**src/rtl/i2c_req_sequencer.sv**
```systemverilog
// Turns one I2C register read/write request into a START/WRITE/RESTART/READ/STOP command stream.
// Optional per-command watchdog enabled by defining I2C_REQ_SEQ_TIMEOUT_EN.
module i2c_req_sequencer #(
    parameter int unsigned TimeoutCycles = 1000000
) (
    input  logic        i_clk,
    input  logic        i_rst_n,
    input  logic        i_req_valid,
    output logic        o_req_ready,
    input  logic [6:0]  i_req_slave_address,
    input  logic [7:0]  i_req_reg_address,
    input  logic [1:0]  i_req_burst_count,
    input  logic [31:0] i_req_wdata,
    input  logic        i_req_rd_wrn,
    output logic        o_rsp_valid,
    input  logic        i_rsp_ready,
    output logic [31:0] o_rsp_rdata,
    output logic        o_rsp_err,
    output logic        o_cmd_valid,
    input  logic        i_cmd_ready,
    output logic [2:0]  o_cmd_op,
    output logic [7:0]  o_cmd_wdata,
    output logic        o_cmd_last,
    input  logic        i_cmd_done,
    input  logic [7:0]  i_cmd_rdata,
    input  logic        i_cmd_nack,
    output logic        o_busy
);

    localparam logic [2:0] OpStart   = 3'd0;
    localparam logic [2:0] OpRestart = 3'd1;
    localparam logic [2:0] OpWrite   = 3'd2;
    localparam logic [2:0] OpRead    = 3'd3;
    localparam logic [2:0] OpStop    = 3'd4;

    typedef enum logic [1:0] {StIdle, StIssue, StWait, StResp} state_e;
    typedef enum logic [2:0] {PhStart, PhAddrW, PhReg, PhRestart, PhAddrR, PhData, PhStop} phase_e;

    state_e      state_q;
    phase_e      phase_q, nxt_phase;
    logic [1:0]  idx_q, nxt_idx;
    logic [6:0]  sa_q;
    logic [7:0]  reg_q;
    logic [1:0]  burst_q;
    logic [31:0] wdata_q;
    logic        rd_q;
    logic        is_nack;
    logic        timeout_hit;
    logic [2:0]  nxt_op;
    logic [7:0]  nxt_wdata;
    logic        nxt_last;

`ifdef I2C_REQ_SEQ_TIMEOUT_EN
    logic [31:0] tcnt_q;

    // Cleared while idle and on every return to ISSUE, so each command gets a full budget.
    always_ff @(posedge i_clk) begin
        if (!i_rst_n) begin
            tcnt_q <= '0;
        end else if (state_q == StIdle ||
                     (state_q == StWait && i_cmd_done && phase_q != PhStop)) begin
            tcnt_q <= '0;
        end else begin
            tcnt_q <= tcnt_q + 32'd1;
        end
    end

    assign timeout_hit = (tcnt_q >= TimeoutCycles - 32'd1);
`else
    logic unused_timeout;
    assign unused_timeout = |TimeoutCycles;
    assign timeout_hit    = 1'b0;
`endif

    // Pick the next command; a NACK on any WRITE jumps straight to STOP.
    always_comb begin
        is_nack   = i_cmd_nack && (o_cmd_op == OpWrite);
        nxt_phase = PhStop;
        nxt_idx   = 2'd0;
        case (phase_q)
            PhStart:   nxt_phase = PhAddrW;
            PhAddrW:   nxt_phase = is_nack ? PhStop : PhReg;
            PhReg:     nxt_phase = is_nack ? PhStop : (rd_q ? PhRestart : PhData);
            PhRestart: nxt_phase = PhAddrR;
            PhAddrR:   nxt_phase = is_nack ? PhStop : PhData;
            PhData: begin
                if (!is_nack && idx_q != burst_q) begin
                    nxt_phase = PhData;
                    nxt_idx   = idx_q + 2'd1;
                end
            end
            default:   nxt_phase = PhStop;
        endcase

        nxt_op    = OpStop;
        nxt_wdata = 8'h00;
        nxt_last  = 1'b0;
        case (nxt_phase)
            PhStart:   nxt_op = OpStart;
            PhAddrW:   begin nxt_op = OpWrite; nxt_wdata = {sa_q, 1'b0}; end
            PhReg:     begin nxt_op = OpWrite; nxt_wdata = reg_q; end
            PhRestart: nxt_op = OpRestart;
            PhAddrR:   begin nxt_op = OpWrite; nxt_wdata = {sa_q, 1'b1}; end
            PhData: begin
                if (rd_q) begin
                    nxt_op   = OpRead;
                    nxt_last = (nxt_idx == burst_q);
                end else begin
                    nxt_op    = OpWrite;
                    nxt_wdata = wdata_q[{nxt_idx, 3'b000} +: 8];
                end
            end
            default:   nxt_op = OpStop;
        endcase
    end

    always_ff @(posedge i_clk) begin
        if (!i_rst_n) begin
            state_q     <= StIdle;
            phase_q     <= PhStart;
            idx_q       <= 2'd0;
            sa_q        <= 7'd0;
            reg_q       <= 8'd0;
            burst_q     <= 2'd0;
            wdata_q     <= 32'd0;
            rd_q        <= 1'b0;
            o_req_ready <= 1'b0;
            o_rsp_valid <= 1'b0;
            o_rsp_rdata <= 32'd0;
            o_rsp_err   <= 1'b0;
            o_cmd_valid <= 1'b0;
            o_cmd_op    <= 3'd0;
            o_cmd_wdata <= 8'd0;
            o_cmd_last  <= 1'b0;
            o_busy      <= 1'b0;
        end else begin
            case (state_q)
                StIdle: begin
                    if (i_req_valid && o_req_ready) begin
                        sa_q        <= i_req_slave_address;
                        reg_q       <= i_req_reg_address;
                        burst_q     <= i_req_burst_count;
                        wdata_q     <= i_req_wdata;
                        rd_q        <= i_req_rd_wrn;
                        phase_q     <= PhStart;
                        idx_q       <= 2'd0;
                        o_rsp_rdata <= 32'd0;
                        o_rsp_err   <= 1'b0;
                        o_cmd_valid <= 1'b1;
                        o_cmd_op    <= OpStart;
                        o_cmd_wdata <= 8'd0;
                        o_cmd_last  <= 1'b0;
                        o_req_ready <= 1'b0;
                        o_busy      <= 1'b1;
                        state_q     <= StIssue;
                    end else begin
                        o_req_ready <= 1'b1;
                    end
                end
                StIssue, StWait: begin
                    if (timeout_hit) begin
                        o_cmd_valid <= 1'b0;
                        o_rsp_err   <= 1'b1;
                        o_rsp_valid <= 1'b1;
                        state_q     <= StResp;
                    end else if (state_q == StIssue) begin
                        if (i_cmd_ready) begin
                            o_cmd_valid <= 1'b0;
                            state_q     <= StWait;
                        end
                    end else if (i_cmd_done) begin
                        if (o_cmd_op == OpRead) begin
                            o_rsp_rdata[{idx_q, 3'b000} +: 8] <= i_cmd_rdata;
                        end
                        if (is_nack) begin
                            o_rsp_err <= 1'b1;
                        end
                        if (phase_q == PhStop) begin
                            o_rsp_valid <= 1'b1;
                            state_q     <= StResp;
                        end else begin
                            phase_q     <= nxt_phase;
                            idx_q       <= nxt_idx;
                            o_cmd_op    <= nxt_op;
                            o_cmd_wdata <= nxt_wdata;
                            o_cmd_last  <= nxt_last;
                            o_cmd_valid <= 1'b1;
                            state_q     <= StIssue;
                        end
                    end
                end
                StResp: begin
                    if (i_rsp_ready) begin
                        o_rsp_valid <= 1'b0;
                        o_req_ready <= 1'b1;
                        o_busy      <= 1'b0;
                        state_q     <= StIdle;
                    end
                end
                default: state_q <= StIdle;
            endcase
        end
    end

endmodule

```
**config.mk**
```make
export PLATFORM = sky130hd
export DESIGN_NAME = i2c_req_sequencer
export DESIGN_NICKNAME = d
export VERILOG_FILES = /design/src/rtl/i2c_req_sequencer.sv
export SDC_FILE = /design/constraint.sdc
export NUM_CORES = 1
export LEC_CHECK = 0
export ABC_AREA = 1
export BUFFER_PORTS_ARGS = -buffer_cell sky130_fd_sc_hd__buf_2
export CAP_MARGIN = 25
export CORE_MARGIN = 10
export CORE_UTILIZATION = 47
export DETAILED_ROUTE_END_ITERATION = 10
export GPL_TIMING_DRIVEN = 0
export PLACE_DENSITY = 0.71
export SYNTH_ARGS = -nofsm -noshare
export SYNTH_HDL_FRONTEND = slang
export SYNTH_SLANG_ARGS = --single-unit
```
**constraint.sdc**
```tcl
create_clock -name i_clk -period 3.45 [get_ports i_clk]
set_clock_uncertainty 0.1 [all_clocks]
set_input_delay 0.69 -clock i_clk [delete_from_list [all_inputs] [get_ports i_clk]]
set_output_delay 0.69 -clock i_clk [all_outputs]
set_load 0.05 [all_outputs]
```
==> impl_metrics.json, run 1 <==
{
  "cts_tree": "built",
  "p_clk_share_pct": 16.4,
  "power_density_nw_per_um2": 723,
  "drc_errors": 0,
  "grt_antenna_before_repair": 0,
  "hold_viol": 0,
  "cts-buffers-inserted": 9,
  "power.ir.vdd_worst_v": 0.000441,
  "layout_common_cells": "nand2_1 (157), buf_2 (116), a21oi_1 (107)",
  "cp-end-kind": "flop",
  "fin_crit_ns": 2.58,
  "gp_congestion": 0.871,
  "final_util_pct": 57.0,
  "relSlewSlack_pct": 56.4,
  "p_sw_w": 0.00196,
  "p_leak_nw": 2.54,
  "grt.overflow.total": 0,
  "grt.total_usage_pct": 18.3,
  "hp-class": "reg2reg",
  "die_height_um": 123,
  "grt_max_degree": 16,
  "num_antenna_cells": 0,
  "ios": 114,
  "grt_util_met1_pct": 21.8,
  "crit_chain": "inv_1 -> ha_1 -> inv_2 -> buf_6 -> nor2_1 -> inv_1 -> nor2_2 -> inv_2 -> a21oi_4 -> nand2_1 -> a21oi_2",
  "fmax_mhz": 387,
  "power.internal_w": 0.00229,
  "antenna_left": 0,
  "dp_cells": 939,
  "clock_latency_ns": 0.38,
  "htreeDepth": 3,
  "yosys_warnings": 0,
  "worstSetupPathType": "reg2reg",
  "grtUsageMet3_pct": 4.19,
  "finalNonFillerCells": 954,
  "ys_ff_latch": 106,
  "swShare_pct": 46.1,
  "cap_violations": 0,
  "grt_first_pass_wirelength_um": 22500,
  "cts.sinks": 106,
  "die-area_um2": 15100,
  "cts_buffer_depth": 2,
  "io_buffers": 113,
  "wl_per_cell_um": 14.8,
  "period_share_pct": 74.8,
  "max_stage_delay_ns": 0.45,
  "cp-start-kind": "flop",
  "cpMaxStageDelayCell": "dfxtp_1",
  "min_path_cells": 2,
  "initial_core_util_pct": 48.3,
  "cp_max_fo": 10,
  "root_buffer": "clkbuf_8",
  "setup_viol": 0,
  "yosysSeqAreaShare_pct": 42.6,
  "cts_setup_buffers": 0,
  "place_hpwl_um": 11000,
  "die_w_um": 123,
  "postCtsHoldBufs": 0,
  "wl_um": 14100,
  "rsz0062_at_grt": "false",
  "clk_pin_slew_ns": 0.09,
  "cp.arrival_ns": 2.80,
  "p_total_w": 0.00425,
  "postSynthCellCount": 690,
  "final_common_cell": "nand2_1",
  "top_usage_layer": "met2",
  "sequentialPowerShare_pct": 37.5,
  "avgSynthCellArea_um2": 7.22,
  "grt_pass1_vias": 4775,
  "power_frac_comb_pct": 46.0,
  "tns_ns": 0,
  "syn_to_final_growth_pct": 18.0,
  "worst_pin_slew_ns": 0.654,
  "met2_usage_pct": 31.2,
  "fp.coreArea_um2": 10300,
  "required_ns": 3.66,
  "outcome": "complete, no violations",
  "dr.pass1.iters": 5,
  "nets": 889,
  "cts_resized": 0,
  "syn_nets": 765,
  "synthDistinctLibCells": 33,
  "drive_above_1_share_pct": 22.2,
  "routed_via_density": 5.18,
  "reg2reg_depth": 11,
  "drt_iter0_markers": 492,
  "num_vias": 4937,
  "drv_slew": 0,
  "synth_area_um2": 4980,
  "rows": 37
}
## final timing paths
check	from	end	slack [ns]
worst max-delay path	state_q[0]	o_cmd_wdata[2]	0.87
worst max register to register	state_q[0]	o_cmd_wdata[2]	0.87
worst min register to register	o_rsp_rdata[9]	o_rsp_rdata[9]	0.34
worst min-delay path	o_rsp_rdata[9]	o_rsp_rdata[9]	0.34
## metal layers
metal | share of wire (%) | wire length, µm
met5 | 0 | 0
met3 | 8.4 | 1190
met4 | 2.2 | 306
met1 | 43 | 6090
met2 | 46 | 6510
## flip-flops by register name, indices dropped and copies added (netlist names)
signal and count:
wdata_q 32, o_rsp_err 1, o_busy 1, o_rsp_rdata 32, o_cmd_op 3, rd_q 1, burst_q 2, reg_q 8
o_req_ready 1, o_rsp_valid 1, phase_q 3, idx_q 2, sa_q 7, o_cmd_valid 1, o_cmd_wdata 8, o_cmd_last 1
state_q 2
## layout make-up
type                       instances  area [µm²]
buffer                            32         165
clock buffer                      13         149
clock inverter                     2        13.8
fill                            1035        4440
inverter                          82         310
multi-input combinational        470        2390
sequential                       106        2120
tap                              136         170
timing repair buffer             113         566
## critical path, delay by kind of cell, from the launching register on
kind	cells	cell delay [ns]
adders and majority gates	1	0.44
buffers and inverters	5	0.50
AOI/OAI and AO/OA	2	0.39
DFF	1	0.45
and+or+nand+nor	3	0.64
## kinds of logic (layout without fill, tap and decap cells)
family	after synthesis	after routing	share of synthesized area, %
simple gates	269	269	24.5
compound gates	189	189	20.5
buf+inv	114	242	9.54
flops	106	106	42.6
fa+ha+maj	10	10	2.51
xor+xnor	2	2	0.352
## through the flow
| step | area [µm²] | hold WS [ns] | setup slack, ns |
|---|---|---|---|
| 3_5_place_dp | 5720 | 0.334 | 0.929 |
| 4_1_cts | 5880 | 0.349 | 0.893 |
| 3_3_place_gp | 5720 | 0.332 | 0.990 |
| 6_report | 5880 | 0.345 | 0.869 |
| 5_1_grt | 5880 | 0.371 | 0.675 |
| 2_1_floorplan | 4980 | 0.329 | 1.30 |
## power groups by stage
stage	logic [W]	clock network, W	registers [W]
after global placement	0.00190	0	0.00161
after global routing	0.00217	0.000742	0.00162
after detailed placement	0.00194	0	0.00162
after floorplan	0.00110	0	0.00198
after CTS	0.00195	0.000709	0.00159
final	0.00196	0.000698	0.00160
## synthesized netlist by cell type, drive strengths merged
master  number  share of area [%]
o21ai       67                7.0
ha          10                2.5
o21bai       2               0.30
inv         81                6.2
a21oi      118                 13
nand2      171                 14
buf          9                1.6
nand3       29                3.7
nor2        54                5.2
xor2         2               0.35
nor3         5               0.60
a211oi       2               0.40
nand4       10                1.3
clkbuf      23                1.7
clkinv       1              0.075
dfxtp      106                 43
No activity file was read; power rests on OpenSTA's default activity.
==> run 2: changes to the inputs <==
==> constraint.sdc (replaced) <==
create_clock -name i_clk -period 2.38 [get_ports i_clk]
set_clock_uncertainty 0.1 [all_clocks]
set_input_delay 0.476 -clock i_clk [delete_from_list [all_inputs] [get_ports i_clk]]
set_output_delay 0.476 -clock i_clk [all_outputs]
set_load 0.05 [all_outputs]
==> run 2 against run 1 <==
Against the previous run: cell area grew 1.2%; fmax grew 17%; critical path depth is the same; cell count grew 0.21%.
==> impl_metrics.json, run 2 (synthesis gave the netlist of run 1 again) <==
{
  "ios": 114,
  "holdCritStartpoint": "i_req_reg_address[7]",
  "layout_common_cells": "nand2_1 (156), buf_2 (113), a21oi_1 (107)",
  "final_util_pct": 57.6,
  "antenna_left": 0,
  "pre_cts_slack_ns": -0.141,
  "top_layer_used": "met4",
  "dr.pass1.iters": 5,
  "fin_crit_ns": 2.21,
  "hold_viol": 0,
  "power.ir.vdd_worst_v": 0.000639,
  "io_buffers": 113,
  "p_sw_w": 0.00292,
  "path_delay_family": "compound AO/OA/AOI/OAI gates",
  "outcome": "complete, no violations",
  "top_regs": "o_rsp_rdata: 32 flops, wdata_q: 32 flops",
  "rsz0062_at_grt": "true",
  "period_share_pct": 93.0,
  "die_height_um": 123,
  "routed_via_density": 5.12,
  "clk_pin_slew_ns": 0.10,
  "cts.sinks": 106,
  "sequentialPowerShare_pct": 36.5,
  "dp_cells": 939,
  "grt_first_pass_wirelength_um": 22600,
  "fmax_mhz": 452,
  "num_antenna_cells": 0,
  "grt_antenna_before_repair": 0,
  "cp_num_buf_inv": 4,
  "drt_iter0_markers": 538,
  "die_w_um": 123,
  "wl_met1_um": 6250,
  "hp-class": "in2reg",
  "crit_chain": "inv_1 -> ha_4 -> inv_2 -> buf_6 -> a21oi_2 -> nand2_4 -> a21oi_4 -> o21ai_2 -> clkbuf_4 -> o21ai_1 -> a21oi_1",
  "cap_violations": 0,
  "grt.total_usage_pct": 18.4,
  "grt_max_degree": 16,
  "p_total_w": 0.00635,
  "worst_pin_slew_ns": 0.646,
  "num_vias": 4892,
  "cts_buffer_depth": 2,
  "crit_start": "state_q[0]",
  "p_clk_share_pct": 15.9,
  "fp.coreArea_um2": 10300,
  "cp_max_fo": 10,
  "grt_pass1_vias": 4786,
  "met2_length_um": 6570,
  "rows": 37,
  "relSlewSlack_pct": 56.6,
  "place_hpwl_um": 11000,
  "syn_to_final_growth_pct": 19.4,
  "setup_slack_ns": 0.166,
  "nets": 891,
  "root_buffer": "clkbuf_8",
  "drv_slew": 0,
  "power_frac_comb_pct": 47.6,
  "drive_above_1_share_pct": 23.0,
  "required_ns": 2.55,
  "drc_errors": 0,
  "die-area_um2": 15100,
  "swShare_pct": 45.9,
  "power_density_nw_per_um2": 1070,
  "cts_tree": "built",
  "cts-buffers-inserted": 9,
  "initial_core_util_pct": 48.3,
  "clock_latency_ns": 0.38,
  "final_common_cell": "nand2_1",
  "cp-start-kind": "flop",
  "wl_um": 14200,
  "power.internal_w": 0.00343,
  "wl_met3_um": 1050,
  "grt.overflow.total": 0,
  "finalNonFillerCells": 956,
  "wl_per_cell_um": 14.8,
  "setup_viol": 0,
  "worstSetupPathType": "reg2reg",
  "cp.arrival_ns": 2.39,
  "cp-end-kind": "flop",
  "postCtsHoldBufs": 0,
  "gp_congestion": 0.871,
  "htreeDepth": 3,
  "cpMaxStageDelayCell": "dfxtp_2",
  "tns_ns": 0,
  "p_leak_nw": 2.56,
  "max_stage_delay_ns": 0.40,
  "r2r-start": "state_q[0]"
}
[run 2: cell type report]
class                           count  area (µm²)
Sequential cell                   106        2120
Clock buffer                       13         149
Tap cell                          136         170
Inverter                           82         310
Fill cell                        1021        4370
Clock inverter                      2        13.8
Multi-Input combinational cell    470        2430
Buffer                             31         169
Timing Repair Buffer              116         588
[run 2: worst paths after layout]
path	cells after the start	end	slack [ns]
max reg2reg	11	o_rsp_rdata[29]	0.17
min reg2reg	2	o_rsp_rdata[9]	0.34
max	11	o_rsp_rdata[29]	0.17
min	3	reg_q[7]	0.23
[run 2: worst min-delay path, delay by kind of cell]
| kind | cells | cell delay (ns) |
|---|---|---|
| buffers and inverters | 1 | 0.09 |
| AO/OA/AOI/OAI | 1 | 0.05 |
| AND/OR/NAND/NOR | 1 | 0.05 |
[run 2: power by group through the flow]
stage               sequential (W)  clock [W]  combinational, W
floorplan                  0.00287          0           0.00160
global placement           0.00233          0           0.00276
detailed placement         0.00235          0           0.00282
CTS                        0.00231    0.00103           0.00289
global route               0.00236    0.00108           0.00334
finish                     0.00232    0.00101           0.00302
[run 2: stage by stage]
stage          instance area (µm²)  hold WS, ns
5_1_grt                       5950        0.244
4_1_cts                       5900        0.229
6_report                      5950        0.231
2_1_floorplan                 4980        0.329
3_5_place_dp                  5720        0.334
3_3_place_gp                  5720        0.332
[run 2: per-layer routing]
layer	GRT usage, %	up-vias
met4	7.57	0
met1	22.0	2213
li1	-	2479
met2	31.3	176
met3	4.15	24
met5	0	-
[run 2: repair_timing]
action | CTS | global route
cloned | 0 | 0
setup endpoints to repair | 32 | 47
gates resized for setup | 5 | 7
pin swaps | 1 | 1
setup buffers | 1 | 2
hold endpoints to repair | 0 | 0
